`src/rtl/expr_sweep_driver.sv`:
```
// rtl/expr_sweep_driver.sv - sweeps (a, b) over a rectangle, drives expr start/busy, streams (a, b, y) triples
module expr_sweep_driver #(
    parameter int W           = 8,
    parameter int YW          = 16,
    parameter int A_FIRST     = 0,
    parameter int A_LAST      = 255,
    parameter int B_FIRST     = 0,
    parameter int B_LAST      = 255,
    parameter int ACK_TIMEOUT = 16
) (
    input  logic          clk_i,
    input  logic          rst_i,
    input  logic          run_i,
    output logic [W-1:0]  a_bo,
    output logic [W-1:0]  b_bo,
    output logic          start_o,
    input  logic          busy_i,
    input  logic [YW-1:0] y_bi,
    output logic [W-1:0]  res_a_bo,
    output logic [W-1:0]  res_b_bo,
    output logic [YW-1:0] res_y_bo,
    output logic          res_valid_o,
    input  logic          res_ready_i,
    output logic          busy_o,
    output logic          done_o,
    output logic          err_o
);

    localparam logic [2:0] S_IDLE      = 3'd0;
    localparam logic [2:0] S_ISSUE     = 3'd1;
    localparam logic [2:0] S_WAIT_ACK  = 3'd2;
    localparam logic [2:0] S_WAIT_DONE = 3'd3;
    localparam logic [2:0] S_EMIT      = 3'd4;
    localparam logic [2:0] S_FINISH    = 3'd5;

    localparam int CW = $clog2(ACK_TIMEOUT + 1);

    localparam logic [W-1:0]  A_F     = W'(A_FIRST);
    localparam logic [W-1:0]  A_L     = W'(A_LAST);
    localparam logic [W-1:0]  B_F     = W'(B_FIRST);
    localparam logic [W-1:0]  B_L     = W'(B_LAST);
    localparam logic [CW-1:0] ACK_END = CW'(ACK_TIMEOUT - 1);

    logic [2:0]    state;
    logic [CW-1:0] ack_cnt;

    assign start_o = (state == S_ISSUE);
    assign busy_o  = (state != S_IDLE) && (state != S_FINISH);
    assign done_o  = (state == S_FINISH);

    always_ff @(posedge clk_i) begin
        if (rst_i) begin
            state       <= S_IDLE;
            a_bo        <= A_F;
            b_bo        <= B_F;
            ack_cnt     <= '0;
            err_o       <= 1'b0;
            res_a_bo    <= '0;
            res_b_bo    <= '0;
            res_y_bo    <= '0;
            res_valid_o <= 1'b0;
        end else begin
            case (state)
                S_IDLE: begin
                    // a busy expr here is left over from an op abandoned by reset
                    if (run_i && !busy_i) begin
                        state <= S_ISSUE;
                    end
                end
                S_ISSUE: begin
                    ack_cnt <= '0;
                    state   <= S_WAIT_ACK;
                end
                S_WAIT_ACK: begin
                    if (busy_i) begin
                        state <= S_WAIT_DONE;
                    end else if (ack_cnt == ACK_END) begin
                        err_o <= 1'b1;
                        state <= S_FINISH;
                    end else begin
                        ack_cnt <= ack_cnt + CW'(1);
                    end
                end
                S_WAIT_DONE: begin
                    if (!busy_i) begin
                        res_a_bo    <= a_bo;
                        res_b_bo    <= b_bo;
                        res_y_bo    <= y_bi;
                        res_valid_o <= 1'b1;
                        state       <= S_EMIT;
                    end
                end
                S_EMIT: begin
                    // last-value compare precedes the increment, so A_LAST=255 never wraps
                    if (res_ready_i) begin
                        res_valid_o <= 1'b0;
                        if (a_bo == A_L && b_bo == B_L) begin
                            state <= S_FINISH;
                        end else if (b_bo == B_L) begin
                            b_bo  <= B_F;
                            a_bo  <= a_bo + W'(1);
                            state <= S_ISSUE;
                        end else begin
                            b_bo  <= b_bo + W'(1);
                            state <= S_ISSUE;
                        end
                    end
                end
                S_FINISH: begin
                    if (!run_i) begin
                        a_bo  <= A_F;
                        b_bo  <= B_F;
                        state <= S_IDLE;
                    end
                end
                default: state <= S_IDLE;
            endcase
        end
    end

endmodule

```
`config.mk`:
```
export PLATFORM = sky130hd
export DESIGN_NAME = expr_sweep_driver
export DESIGN_NICKNAME = d
export VERILOG_FILES = /design/src/rtl/expr_sweep_driver.sv
export SDC_FILE = /design/constraint.sdc
export NUM_CORES = 1
export LEC_CHECK = 0
export ABC_AREA = 1
export BUFFER_PORTS_ARGS = -buffer_cell sky130_fd_sc_hd__buf_4
export CORE_MARGIN = 4
export CORE_UTILIZATION = 55
export DETAILED_ROUTE_END_ITERATION = 8
export PLACE_DENSITY_LB_ADDON = 0.2
export SLEW_MARGIN = 20
export SYNTH_ARGS = -nofsm -noshare
export SYNTH_HDL_FRONTEND = slang
export SYNTH_SLANG_ARGS = --single-unit
export TNS_END_PERCENT = 1
```
`constraint.sdc`:
```
create_clock -name clk_i -period 2.7 [get_ports clk_i]
set_clock_uncertainty 0.15 [all_clocks]
set_input_delay 0.135 -clock clk_i [delete_from_list [all_inputs] [get_ports clk_i]]
set_output_delay 0.135 -clock clk_i [all_outputs]
set_load 0.03 [all_outputs]
```
* Yosys cells after proc, flatten, opt, wreduce, memory -nomap -nowiden
Cells that the tools add are included.
** Operators by class
- $add $sub $neg :: 3
- Equal/unequal tests :: 18
- Mux-type cells :: 23
- Bitwise gates (word level) :: 1
- Reduce and logical (&&, ||, !) cells :: 16
** Operators by type and width (number)
- $mux 8 :: 7
- $pmux 8 s2 :: 2
- $mux 3 :: 7
- $pmux 3 s6 :: 1
- $add 8x1->8 const B :: 2
- $eq 8x8->1 const B :: 2
- $ne 2x2->1 const B :: 8
- $mux 5 :: 2
- $pmux 5 s2 :: 1
- $reduce_and 5->1 :: 2
- $reduce_and 3->1 :: 3
- $eq 3x2->1 const B :: 2
- $eq 3x3->1 const B :: 2
- $ne 3x3->1 const B :: 2
- $reduce_bool 2->1 :: 3
- $add 5x1->5 const B :: 1
- $eq 5x4->1 const B :: 1
- $reduce_and 4->1 :: 1
- $eq 3x1->1 const B :: 1
- $logic_and 1x1->1 :: 3
- $logic_not 3->1 :: 1
- $reduce_bool 3->1 :: 1
- $mux 1 :: 2
- $pmux 1 s2 :: 1
- other kinds (3) :: 3
** Storage, ports and cells
- Register bits :: 58
- Input port bits :: 21
- Output and inout port bits :: 53
- Word-level logic and storage cells :: 70

* Longest topological paths before layout
Gate-level depths: netlist of the first run.
- Depth in word-level cells :: 5
- Mapped depth :: 11
- Depth with buffers taken out :: 11

* Worst setup path after synthesis of the first run
OpenSTA, ideal clock, no wires.
- Path kind :: register -> register
- From :: register b_bo[0]
- To :: register a_bo[7]
- Setup time :: 113 ps
- Data arrival time :: 1636 ps
- Required time :: 2437 ps
- Setup slack :: 800 ps
- Stages on the path, launching flop included :: 11
- Buffers on the path :: 0
- Clock period less this slack :: 1900 ps
- Cell sequence :: dfxtp_1 > ha_1 > nand2_1 > nor2_1 > nand2_1 > inv_1 > nand2_1 > nand2_2 > nand2_1 > o21ai_1 > nor2_1
** On the way
- Word-level cells in the longest chain between the ends :: 4
- Elaborated cells between the ends (all ways) :: 5
- Those cells by class :: 3 x eq/ne; 2 x reduce/logical
** Ends and longest elaborated chain
- start: declaration :: line 15 : output logic [W-1:0] b_bo,
- start signal: assignment :: line 104 : b_bo <= b_bo + W'(1);
- $eq 8x8->1 (*) :: line 97, 99
- $logic_and 1x1->1 :: line 97 : if (a_bo == A_L && b_bo == B_L) begin
- $ne 2x2->1 (no source line)
- $reduce_and 5->1 (no source line) (*)
- end signal: assignment :: line 101 : a_bo <= a_bo + W'(1);
- end: declaration :: line 14 : output logic [W-1:0] a_bo,
Every way passes the cells marked *; elsewhere a longest branch is shown, timed or not.
A chain may end at the register's enable or synchronous reset.

* Worst setup path in the final report of the first run
- From :: register state[2]
- To :: output busy_o
** On the way
- Word-level cells in the longest chain between the ends :: 2
- Elaborated cells between the ends (all ways) :: 3
- Those cells by class :: 1 x eq/ne; 2 x reduce/logical
** Ends and longest elaborated chain
- start: declaration :: line 44 : logic [2:0] state;
- start signal: assignment :: line 53 : state <= S_IDLE;
- start signal: assignment :: line 67 : state <= S_ISSUE;
- start signal: assignment :: line 72 : state <= S_WAIT_ACK;
- $ne 3x3->1 / $reduce_bool 3->1 (equally long branches) :: line 48 : assign busy_o = (state != S_IDLE) && (state != S_FINISH);
- $logic_and 1x1->1 (*) :: line 48
- end: declaration :: line 24 : output logic busy_o,
Marks and branches as above.

==> results_dict.tcl, run 1 <==
set metrics [dict create \
    drt_first_iter_violations 227 \
    grt_pass1_vias 2634 \
    path_class "flop to primary output" \
    area_growth_syn_to_layout_pct 34.8 \
    antenna_found_initial 0 \
    seq_power_share_pct 40.6 \
    end_kind "primary output" \
    worst_hold_slack_ns 0.00930 \
    worstSetupStartpointType "flop" \
    power_leakage_nw 1.64 \
    relSlewSlack_pct 57.2 \
    clk_pin_slew_worst_paths_ns 0.06 \
    io_pins 74 \
    seq_area_frac_synth_pct 44.4 \
    max_freq_mhz 484 \
    maxSlewViolCount 0 \
    numCtsBuffers 9 \
    cts_root_buffer "clkbuf_8" \
    h-tree-depth 3 \
    critPathMaxStageDelay_ns 0.52 \
    start_util_pct 58.5 \
    setup_violations 0 \
    hold_viol_final 0 \
    synth_nets 405 \
    critPathRequiredTime_ns 2.41 \
    status "finished, final reports clean" \
    synthCells 380 \
    intPower_mw 1.63 \
    synth_area_per_cell_um2 6.88 \
    power.switching_mw 0.929 \
    setup_slack_ns 0.633 \
    fin_crit_sh_pct 76.6 \
    powerDensity_nw_per_um2 726 \
    pre_cts_ws_ns 0.852 \
    period_needed_ns 2.07 \
    n_antenna_cell 0 \
    coreArea_um2 4470 \
    dieArea_um2 5920 \
    final_cell_mix "nor2_1, buf_4, nand2_1, dfxtp_1, a21oi_1" \
    synth_area_um2 2620 \
    maxCapViolCount 0 \
    avgViaCountPerCell 5.31 \
    ys_warn_count 0 \
    antenna_left 0 \
    grt_max_degree 26 \
    port_buffers 73 \
    dr.pass1.iters 5 \
    grt_usage_pct 24.4 \
    gp_congestion 0.874 \
    hpwl_um 4550 \
    drcViolationCount 0 \
    yosysUniqueCellTypes 21 \
    layout.nets 493 \
    crit_family "buffers and inverters" \
    nFillCells 341 \
    cp_slowest_cell "dfxtp_1" \
    grt_pass1_wl_um 11600 \
    switching_share_pct 36.3 \
    worst_pin_slew_ns 0.642 \
    cts.sinks 58 \
    crit_fanout 14 \
    ys_ff_latch 58 \
    grt.overflow.total 0 \
    mostFrequentLayoutCell "nor2_1" \
    via_count 2790 \
    cts_tree "done" \
    cts_setup_buffers 0 \
    worstSkewPairLatency_ns 0.34 \
    routed_wl_um 7000 \
    worstHoldPathType "primary input to flop" \
    rsz0062_at_grt "no" \
    crit_chain "nand3_2, inv_1, nor2_1, buf_4" \
    pwr-share-clk_pct 28.8 \
    arrival_ns 1.78 \
    drive_gt1_share_pct 20.7 \
    cts_resized 0 \
    final.setup.tns_ns 0 \
    std_cell_rows 24 \
    fp.dieW_um 77.0 \
    die_y_um 77.0 \
    clk_path_buf_depth 2 \
    cp_num_buf_inv 2 \
    ir_worst_vdd_mv 0.548 \
    multi_input_area_um2 1250 \
    power_frac_comb_pct 30.6 \
    seqCellArea_um2 1160 \
    routedWlPerCell_um 13.3 \
]
metrics by stage:
step                power (mW)  area (um^2)  utilization (%)  cells
floorplan                 1.57         2620                -    380
global placement          1.79         3170             70.9    492
detailed placement        1.81         3170             70.9    492
CTS                       2.57         3530             78.8    525
global route              2.72         3530             78.8    525
finish                    2.56         3530             78.8    525
final timing paths:
path	from	to	slack, ns	cells past startpoint
setup / recovery	state[2]	busy_o	0.63	4
hold reg to reg	err_o	err_o	0.34	2
hold / removal	res_ready_i	res_valid_o	0.009	4
setup reg to reg	state[0]	res_y_bo[5]	0.80	6
synth_stat cells:
cell / number / area, um^2
nand4_1: 2 / 12.5
clkbuf_1: 6 / 22.5
inv_1: 30 / 113
nor2_1: 83 / 312
nor4_4: 1 / 21.3
nand3b_1: 1 / 7.51
o21ai_0: 19 / 95.1
a21oi_1: 34 / 170
nand2_1: 62 / 233
nor3_1: 6 / 30.0
nand3_2: 1 / 10.0
buf_4: 2 / 15.0
ha_1: 4 / 50.1
xor2_1: 1 / 8.76
o21ai_1: 29 / 145
nand3_1: 24 / 120
nor3b_1: 3 / 22.5
dfxtp_1: 58 / 1160
nand2_2: 2 / 12.5
inv_2: 4 / 15.0
buf_2: 8 / 40.0
cell type report:
class                      count  area share (%)
clock buffer                  14            4.90
clock inverter                 2           0.284
multi-input combinational    272            35.4
timing repair buffer          93            21.0
tap                           52            1.84
inverter                      34            3.62
sequential                    58            32.9
repair_timing:
item,4_1_cts,5_1_grt
setup endpoints to repair,0,0
hold buffers,17,0
hold endpoints to repair,32,0
tightest hold or removal path, delay by kind of cell:
family	cells	cell delay [ns]
AO/OA/AOI/OAI	1	0.14
AND/OR/NAND/NOR	1	0.06
buffers and inverters	2	0.12
layer usage:
metal  vias up  part of all wire, %  track usage (%)
met5         -                    0                0
li1       1414                    -                -
met4         0                  3.5             14.4
met1      1237                   41             26.1
met2       117                   47             41.0
met3        22                  8.6             8.78
power groups by stage:
stage	Combinational, mW	Clock, mW	Sequential [mW]
after global placement	0.743	0	1.05
after detailed placement	0.758	0	1.06
final	0.785	0.738	1.04
after global routing	0.860	0.799	1.06
after CTS	0.781	0.751	1.04
after floorplan	0.423	0	1.15
registers in the layout, indices dropped and copies added (netlist names):
name / cells
err_o: 1
res_valid_o: 1
state: 3
b_bo: 8
res_b_bo: 8
res_y_bo: 16
ack_cnt: 5
a_bo: 8
res_a_bo: 8
cells by family after synthesis:
kind of cell | count (synthesis) | share of synthesized area, %
simple gates | 185 | 29.8
compound gates | 82 | 15.7
flops | 58 | 44.4
buf+inv | 50 | 7.84
fa+ha+maj | 4 | 1.91
xor+xnor | 1 | 0.335
No activity file was read; power rests on OpenSTA's default activity.
==> run 2: changes to the inputs <==
--- a/config.mk
+++ b/config.mk
@@ -8,7 +8,7 @@
 export ABC_AREA = 1
 export BUFFER_PORTS_ARGS = -buffer_cell sky130_fd_sc_hd__buf_4
 export CORE_MARGIN = 4
-export CORE_UTILIZATION = 55
+export CORE_UTILIZATION = 47
 export DETAILED_ROUTE_END_ITERATION = 8
 export PLACE_DENSITY_LB_ADDON = 0.2
 export SLEW_MARGIN = 20
==> constraint.sdc (replaced) <==
create_clock -name clk_i -period 1.8 [get_ports clk_i]
set_clock_uncertainty 0.15 [all_clocks]
set_input_delay 0.09 -clock clk_i [delete_from_list [all_inputs] [get_ports clk_i]]
set_output_delay 0.09 -clock clk_i [all_outputs]
set_load 0.03 [all_outputs]
==> run 2 against run 1 <==
Sequential share of layout area shrank 2.2 points. Highest routed layer unchanged. Setup slack lost 0.55 ns. Count of clock-buffer cells in the layout is the same. Sequential cell count is the same. First-iteration DRC count shrank 26%. Non-clock buffer count grew 18.
==> results_dict.tcl, run 2 (synthesis gave the netlist of run 1 again) <==
set metrics [dict create \
    reg2reg_from "ack_cnt[0]" \
    seqCellArea_um2 1170 \
    dr.pass1.iters 4 \
    layout.nets 511 \
    totalPowerFinal_mw 4.07 \
    arrival_ns 1.48 \
    cts_root_buffer "clkbuf_8" \
    use_met3_pct 4.56 \
    grt_max_degree 40 \
    cts_tree "done" \
    worstHoldPathType "primary input to flop" \
    min_to "state[2]" \
    grt_usage_pct 21.8 \
    rrSetupSlack_ns 0.10 \
    nFillCells 438 \
    cts.sinks 58 \
    crit_fanout 14 \
    port_buffers 73 \
    routed_wl_um 6980 \
    design_area_um2 3820 \
    rr_worst_depth 10 \
    fin_crit_sh_pct 95.4 \
    critPathRequiredTime_ns 1.56 \
    h-tree-depth 3 \
    worst_hold_slack_ns 0.104 \
    largest_register_ffs 16 \
    path_class "flop to primary output" \
    powerDensity_nw_per_um2 1060 \
    end_kind "primary output" \
    antenna_left 0 \
    dpl-instance-area_um2 3350 \
    coreArea_um2 5240 \
    hold_viol_final 0 \
    grt_pass1_vias 2559 \
    rsz0062_at_grt "yes" \
    regMostFlops "res_y_bo" \
    via_count 2804 \
    hpwl_um 4790 \
    drt_first_iter_violations 167 \
    worstSetupStartpointType "flop" \
    worstSkewPairLatency_ns 0.33 \
    setup_slack_ns 0.0830 \
    hold_depth 5 \
    n_antenna_cell 0 \
    avgViaCountPerCell 5.00 \
    grt_pass1_wl_um 11400 \
    multi_input_area_um2 1310 \
    use_met2_pct 35.3 \
    maxCapViolCount 0 \
    die_y_um 82.6 \
    fp.dieW_um 82.6 \
    power_leakage_nw 1.75 \
    numCtsBuffers 9 \
    timing.rr.end "ack_cnt[0]" \
    max_freq_mhz 582 \
    area_growth_syn_to_layout_pct 46.1 \
    period_needed_ns 1.72 \
    grt.overflow.total 0 \
    use_met1_pct 27.4 \
    io_pins 74 \
    stdcell_count 561 \
    status "finished, final reports clean" \
    start_util_pct 50.0 \
    final_util_pct 73.0 \
    dieArea_um2 6820 \
    clk_pin_slew_worst_paths_ns 0.06 \
    min-delay-start "run_i" \
    gp_congestion 0.948 \
    maxSlewViolCount 0 \
    final.setup.tns_ns 0 \
    mostFrequentLayoutCell "buf_4" \
    antenna_found_initial 0 \
    place_inst 525 \
    clk_path_buf_depth 2 \
    relSlewSlack_pct 74.1 \
    pre_cts_ws_ns 0.0343 \
    setup_violations 0 \
    std_cell_rows 26 \
    grt_busiest_layer "met2" \
    drcViolationCount 0 \
    routedWlPerCell_um 12.4 \
    ir_worst_vdd_mv 0.726 \
    drive_gt1_share_pct 26.9 \
    final_cell_mix "buf_4, nor2_1, nand2_1, dfxtp_1, a21oi_1" \
    worst_pin_slew_ns 0.385 \
]
## run 2: cell count changes in the layout (fill, tap and decap cells not counted), sizes merged
| cell | previous run | this run |
|---|---|---|
| buf | 76 | 92 |
| bufinv | 0 | 1 |
| dlygate4sd3 | 17 | 19 |
| clkinv | 2 | 1 |
## run 2: worst max path at each step
stage / to / startpoint / slack [ns] / cells past startpoint
2_1_floorplan: b_bo[5] / a_bo[1] / 0.01 / 9
3_3_place_gp: ack_cnt[2] / ack_cnt[0] / 0.11 / 10
3_5_place_dp: ack_cnt[1] / ack_cnt[0] / 0.03 / 10
4_1_cts: b_bo[5] / b_bo[0] / 0.02 / 9
5_1_grt: state[2] / ack_cnt[0] / -0.02 / 10
6_report: busy_o / state[1] / 0.08 / 6
## run 2: power breakdown
| group | leakage, nW | total (mW) | internal (mW) | switching, mW |
|---|---|---|---|---|
| sequential | 0.472 | 1.57 | 1.44 | 0.129 |
| clock | 0.101 | 1.19 | 0.714 | 0.476 |
| combinational | 1.18 | 1.30 | 0.479 | 0.822 |
## run 2: final cells by class
| type | instances | area share (%) |
|---|---|---|
| repair buffers | 111 | 24.1 |
| inverters | 34 | 3.40 |
| well taps | 70 | 2.29 |
| multi-input cells | 272 | 34.3 |
| flip-flops and latches | 58 | 30.7 |
| clock buffers | 14 | 4.26 |
| clock inverters | 2 | 0.917 |
## run 2: routing by layer
| layer | wire length, um | up-vias |
|---|---|---|
| li1 | - | 1445 |
| met1 | 3070 | 1276 |
| met2 | 3350 | 72 |
| met3 | 429 | 11 |
| met4 | 131 | 0 |
| met5 | 0 | - |
## run 2: critical path: stages (launching register included)
cell and delay (ns):
dfxtp_1 0.45, inv_4 0.10, nand3_4 0.11, inv_1 0.08, buf_12 0.15, nor2_1 0.10, buf_4 0.16
## run 2: timing repair
action	CTS	global route
setup endpoints to repair	0	30
endpoints found under the hold margin	32	0
hold buffers	19	0
buffers inserted	0	1
resized for setup	0	25
